[config.mk]
export PLATFORM = sky130hd
export DESIGN_NAME = clk_divider_prog
export DESIGN_NICKNAME = d
export VERILOG_FILES = /design/src/rtl/clk_divider_prog.sv
export SDC_FILE = /design/constraint.sdc
export NUM_CORES = 1
export LEC_CHECK = 0
export ABC_CLOCK_PERIOD_IN_PS = 5600
export CAP_MARGIN = 5
export CORE_MARGIN = 2
export CORE_UTILIZATION = 40
export DETAILED_ROUTE_END_ITERATION = 16
export PLACE_DENSITY = 0.7
export REMOVE_ABC_BUFFERS = 1
export SLEW_MARGIN = 0
export SYNTH_ARGS = -nofsm -noshare
export SYNTH_HDL_FRONTEND = slang
export SYNTH_SLANG_ARGS = --single-unit
[constraint.sdc]
create_clock -name clk -period 5.6 [get_ports clk]
set_input_delay 1.68 -clock clk [delete_from_list [all_inputs] [get_ports clk]]
set_output_delay 1.68 -clock clk [all_outputs]
set_load 0.005 [all_outputs]
[src/rtl/clk_divider_prog.sv]
// Runtime-programmable integer clock divider with a glitch-free divisor update.
// Optional macro CLKDIV_SYNC_EN adds a `sync` input for phase-aligning dividers.
module clk_divider_prog #(
    parameter int WIDTH       = 16,
    parameter int DEFAULT_DIV = 2
) (
    input  logic             clk,
    input  logic             reset,
    input  logic             en,
    input  logic             div_load,
    input  logic [WIDTH-1:0] div_in,
`ifdef CLKDIV_SYNC_EN
    input  logic             sync,
`endif
    output logic             clk_out,
    output logic             tick,
    output logic             pending
);

    localparam logic [WIDTH-1:0] DEF_DIV = WIDTH'(DEFAULT_DIV);
    localparam logic [WIDTH-1:0] ONE     = WIDTH'(1);

    logic [WIDTH-1:0] cnt_q, cnt_d;
    logic [WIDTH-1:0] div_q, div_d;
    logic [WIDTH-1:0] pend_q, pend_d;
    logic             pending_q, pending_d;
    logic             clk_out_q, clk_out_d;
    logic             tick_q, tick_d;

    logic [WIDTH-1:0] eff_q, eff_d;
    logic [WIDTH:0]   half_d;
    logic             wrap;
    logic             apply;
    logic             sync_w;

`ifdef CLKDIV_SYNC_EN
    assign sync_w = sync;
`else
    assign sync_w = 1'b0;
`endif

    always_comb begin
        eff_q     = (div_q == '0) ? ONE : div_q;
        wrap      = (cnt_q >= (eff_q - ONE));
        apply     = 1'b0;
        cnt_d     = cnt_q;
        div_d     = div_q;
        pend_d    = pend_q;
        pending_d = pending_q;
        tick_d    = 1'b0;

        if (sync_w) begin
            cnt_d  = '0;
            tick_d = 1'b1;
            apply  = pending_q;
        end else if (!en) begin
            apply = pending_q;
            if (pending_q) begin
                cnt_d = '0;
            end
        end else if (wrap) begin
            cnt_d  = '0;
            tick_d = 1'b1;
            apply  = pending_q;
        end else begin
            cnt_d = cnt_q + ONE;
        end

        // Apply uses the old pending value; a same-cycle load becomes the next one.
        if (apply) begin
            div_d     = pend_q;
            pending_d = 1'b0;
        end
        if (div_load) begin
            pend_d    = div_in;
            pending_d = 1'b1;
        end

        eff_d     = (div_d == '0) ? ONE : div_d;
        half_d    = ({1'b0, eff_d} + {{WIDTH{1'b0}}, 1'b1}) >> 1;
        clk_out_d = ({1'b0, cnt_d} < half_d);
    end

    always_ff @(posedge clk or posedge reset) begin
        if (reset) begin
            cnt_q     <= '0;
            div_q     <= DEF_DIV;
            pend_q    <= '0;
            pending_q <= 1'b0;
            clk_out_q <= 1'b1;
            tick_q    <= 1'b0;
        end else begin
            cnt_q     <= cnt_d;
            div_q     <= div_d;
            pend_q    <= pend_d;
            pending_q <= pending_d;
            clk_out_q <= clk_out_d;
            tick_q    <= tick_d;
        end
    end

    assign clk_out = clk_out_q;
    assign tick    = tick_q;
    assign pending = pending_q;

endmodule
* After elaboration in Yosys (flattened, before gate mapping)
Cells that the tools add are included.
Storage, ports and cells: bits in registers 51, latch bits 0, memory bits (writable) 0, bits in read-only memories 0, input port bits 20, output and inout bits 3, logic and storage cells 26, memories kept 0
Cells by class: add/sub/neg operators 3, $mul 0, div/mod/pow operators 0, $lt $le $gt $ge 2, eq/ne operators 0, shift operators 0, multiplexer cells 12, bitwise logic cells 0, reductions and logical operators 3
Operators with widths (count):
- 16-bit two-way mux | 6
- 16-bit logical NOT | 2
- 16-bit by 1-bit adder with 17-bit output (second input constant) | 1
- 16-bit by 1-bit adder with 16-bit output (second input constant) | 1
- 16-bit greater-or-equal comparator | 1
- 16-bit less-than comparator | 1
- 16-bit by 1-bit subtractor with 16-bit output (second input constant) | 1
- 1-bit two-way mux | 6
- 2-bit nonzero test | 1

* Logic depth before layout (Yosys ltp)
depth after elaboration 11, gate-level depth with buffers 27, depth with buffers taken out 25

* Worst setup path before layout
No wires, ideal clock.
path type register -> register, start point register div_q[11], end point register clk_out_q, in the netlist clk_out, library setup time 0.061 ns, data arrival time 5.294 ns, data required time 5.539 ns, setup slack 0.245 ns, stages on the path, launching flop included 27, buffers on the path 2, clock period less this slack 5.355 ns, cells stage by stage dfrtp_1 -> buf_6 -> or3_1 -> or2_1 -> or3_4 -> nor3_2 -> a21oi_1 -> ha_1 -> nand2_1 -> nor3_1 -> xnor2_1 -> ha_1 -> nand4_1 -> nor3_2 -> nor4_4 -> a41o_1 -> buf_2 -> mux2_2 -> xor2_1 -> ha_1 -> a21o_1 -> a21o_1 -> a21oi_1 -> nor2_1 -> a2111oi_0 -> o21ai_0 -> o21ba_1
On the way: longest elaborated chain between the ends 11, elaborated cells between the ends (all ways) 13, those cells by class 2 x add/sub; 2 x order compare; 7 x mux; 2 x reduce/logical
RTL lines:
- from (decl) | RTL line 24 | logic [WIDTH-1:0] div_q, div_d;
- from (signal assigned) | RTL line 94 | div_q <= div_d;
- 16-bit logical NOT | RTL line 43 | eff_q = (div_q == '0) ? ONE : div_q;
- 16-bit two-way mux (*) | RTL line 43
- 16-bit by 1-bit subtractor with 16-bit output (*) | RTL line 44 | wrap = (cnt_q >= (eff_q - ONE));
- 16-bit greater-or-equal comparator (*) | RTL line 44
- 1-bit two-way mux (*) | RTL line 61 | end else if (wrap) begin
- 1-bit two-way mux (*) | RTL line 56 | end else if (!en) begin
- 16-bit two-way mux (*) | RTL line 70 | if (apply) begin
- named net div_d[10] | RTL line 24
- 16-bit logical NOT | RTL line 79 | eff_d = (div_d == '0) ? ONE : div_d;
- 16-bit two-way mux (*) | RTL line 79
- 16-bit by 1-bit adder with 17-bit output (*) | RTL line 80 | half_d = ({1'b0, eff_d} + {{WIDTH{1'b0}}, 1'b1}) >> 1;
- 16-bit less-than comparator (*) | RTL line 81 | clk_out_d = ({1'b0, cnt_d} < half_d);
- named net clk_out_d | RTL line 27 | logic clk_out_q, clk_out_d;
- to (signal assigned) | RTL line 97 | clk_out_q <= clk_out_d;
- to (decl) | RTL line 27
The timed path passes the listed nets; every way through them passes the cells marked *. A chain may end at the register's enable or synchronous reset.

* Worst setup path in the final report
start point register div_q[12], end point register clk_out_q, in the netlist clk_out
Same word-level chain as after synthesis.

==> impl_metrics.csv <==
group,metric,value,unit
outcome,status,"finished, final reports clean",
cells_and_area,fin_nets,483,
clocking,cts_buffers,5,
yosys,synth-main-ff-cell,"dfrtp_1",
critical_path,crit_required,5850,ps
critical_path,worstPathArrival,5650,ps
drt,routed_wl,8.63,mm
drt,vias,3034,
yosys,synth_common_cells,"dfrtp_1, o21ai_0, ha_1, nand2_1",
cells_and_area,area_growth,15.6,%
sta,drv_slew,0,
placed_design,port-buffer-count,22,
global_routing,antenna_found_initial,0,
critical_path,path_max_fanout,5,
clocking,path_clk_slew,100,ps
cells_and_area,fin_area,0.00435,mm^2
critical_path,critPathTopFamily,"simple AND/OR/NAND/NOR gates",
power_and_ir_drop,vdd_ir_drop_max,0.176,mV
hold_path,whs_path_depth,1,
drt,avgViaCountPerCell,5.60,
hold_path,hp-start,"cnt_q[15]",
yosys,syn_inst,401,
sta,maxSlewHeadroom,28.7,%
die,core_area,0.00920,mm^2
cells_and_area,fin_cells,542,
yosys,synth_edf_count,0,
yosys,synth-seq-cells,51,
cells_and_area,layout-drive-gt1-share,20.4,%
critical_path,cp_num_buf_inv,0,
clocking,cts_tree,"done",
clocking,cts_hold_buf,0,
yosys,async_reset_ff_share,100,%
drt,ant_nets,0,
sta,fin_crit,5400,ps
clocking,cts_root_buffer,"clkbuf_8",
sta,layout_setup_ws,204,ps
power_and_ir_drop,power.density,236,mW/mm^2
drt,wire_per_inst,15.9,um
global_routing,grt_use_total,17.6,%
die,pin_count,23,
clocking,cts_htree_levels,2,
clocking,clk_path_buf_depth,2,
global_routing,grt_overflow,0,
placed_design,hpwlAfterDp,6.70,mm
die,die-area,0.0102,mm^2
clocking,clk_latency,320,ps
yosys,synth_top_area_share,32.6,%
drt,drc_errors,0,
yosys,synth.avg_cell_area,9.39,um^2
critical_path,critPathLaunchType,"register",
die,rows,35,
drt,firstDrtPassIters,4,
drt,drt_iter0_drc,142,
placed_design,gp_congestion,0.932,
sta,tightest_slew,1070,ps
cells_and_area,post-route-util,47.3,%
yosys,synth.most_common_cell,"dfrtp_1",
yosys,syn_area,0.00376,mm^2
global_routing,grt_pass1_wl,14.3,mm
cells_and_area,num-fill-cells,859,
sta,finalCritPeriodShare,96.4,%
placed_design,placed_cell_area,0.00414,mm^2
hold_path,hold_path.class,"register to register",
yosys,yosysSeqAreaShare,34.0,%
critical_path,path_depth,24,
sta,clock_skew,15.0,ps
critical_path,path_cells,"or3_4 -> or2_1 -> or3_4 -> nor3_4 -> a21oi_2 -> ha_2 -> nand2_4 -> nor3_2 -> xnor2_1 -> ha_1 -> nand4_1 -> nor3_2 -> nand3_2 -> a41o_1 -> mux2_4 -> xor2_1 -> ha_1 -> a21o_1 -> a21o_1 -> a21oi_2 -> nor2_1 -> a2111oi_2 -> o21ai_1 -> o21ba_1",
critical_path,timing.rr.start,"div_q[12]",
critical_path,rr_endpoint,"clk_out",
critical_path,reg2regPathDepth,24,
hold_path,hold-path-endpoint,"cnt_q[15]",
cells_and_area,diodes,0,
sta,timing.hold.ws,559,ps
critical_path,critPathMaxStageDelay,400,ps
critical_path,crit_type,"register to register",
global_routing,grt_max_degree,52,
yosys,synth.area.top_cells,"dfrtp_1, ha_1, mux2_2",
global_routing,grt_pass1_vias,2954,
critical_path,end_kind,"register",
sta,finalHoldViolations,0,
yosys,yosysTopAreaCell,"dfrtp_1",
die,die_w,101,um
sta,fmax,185,MHz
placed_design,dp_cells,530,
power_and_ir_drop,leakagePower,1.87,nW
yosys,synth_cell_types,51,
clocking,numClockSinks,51,
die,fp.dieH,101,um
critical_path,critPathSlowestCell,"or3_4",
yosys,ys_warn_count,0,
job,max_cap_violations,0,
sta,rsz0062_at_grt,"true",
critical_path,r2r_slack,200,ps
die,initial_core_util,40.9,%
placed_design,place_ws,-51.9,ps
sta,setup_violations,0,
-- registers in the layout (all words and copies together), names as in the netlist --
name     count
clk_out      1
cnt_q       16
div_q       16
pend_q      16
pending      1
tick         1
-- where the power goes --
group	switching, mW	leakage, nW	internal [mW]
Sequential	0.0599	0.631	0.407
Combinational	0.166	1.19	0.160
Clock	0.141	0.0491	0.0924
Total	0.368	1.87	0.659
-- how the worst max path moves through the flow --
| stage | slack [ps] | endpoint | startpoint |
|---|---|---|---|
| 2_1_floorplan | -260 | clk_out | div_q[11] |
| 3_3_place_gp | 140 | clk_out | div_q[11] |
| 3_5_place_dp | -50 | clk_out | div_q[11] |
| 4_1_cts | 2 | clk_out | div_q[11] |
| 5_1_grt | -40 | clk_out | div_q[12] |
| 6_report | 200 | clk_out | div_q[12] |
-- cells in the final DEF (no fill, tap or decap), types with 16 or more instances in the layout --
cell,instances
nand2_1,31
a21oi_1,18
clkdlybuf4s50_1,22
o21ai_0,33
xnor2_1,16
dfrtp_1,49
mux2_2,28
ha_1,32
nor2_1,29
xor2_1,20
-- layout make-up --
class / count / area (um^2) / share of cell area (%)
inverters: 10 / 37.5 / 0.863
well taps: 111 / 139 / 3.19
repair buffers: 39 / 363 / 8.34
clock buffers: 5 / 68.8 / 1.58
flip-flops and latches: 51 / 1280 / 29.4
multi-input cells: 323 / 2440 / 56.0
clock inverters: 3 / 26.3 / 0.604
-- stage by stage --
| stage | setup TNS [ps] | power, mW |
|---|---|---|
| final | 0 | 1.03 |
| after global routing | -40.1 | 1.09 |
| after CTS | 0 | 1.01 |
| after detailed placement | -51.9 | 0.775 |
| after global placement | 0 | 0.764 |
| after floorplan | -259 | 0.666 |
-- metal layers --
metal | wire, um | vias up | GRT usage [%]
met2 | 4060 | 57 | 28.9
met1 | 4180 | 1456 | 24.4
met5 | 0 | - | 0
met4 | 144 | 0 | 4.68
li1 | - | 1505 | -
met3 | 235 | 16 | 2.57
-- what timing repair did --
action | in CTS | in global routing
pin swaps | 4 | 22
buffers inserted | 0 | 4
gates resized for setup | 2 | 22
setup endpoints to repair | 1 | 1
-- cell families (layout without fill, tap and decap cells) --
group / after synthesis / after routing / share of synthesized area [%]
AND/OR/NAND/NOR: 142 / 142 / 21.5
AO/OA/AOI/OAI: 81 / 81 / 12.7
flip-flops: 51 / 51 / 34.0
XOR/XNOR: 36 / 36 / 8.37
adder cells (fa/ha/maj): 33 / 33 / 11.0
multiplexers: 31 / 31 / 9.34
buffers and inverters: 27 / 57 / 3.16
Power figures use the tool's default switching activity.
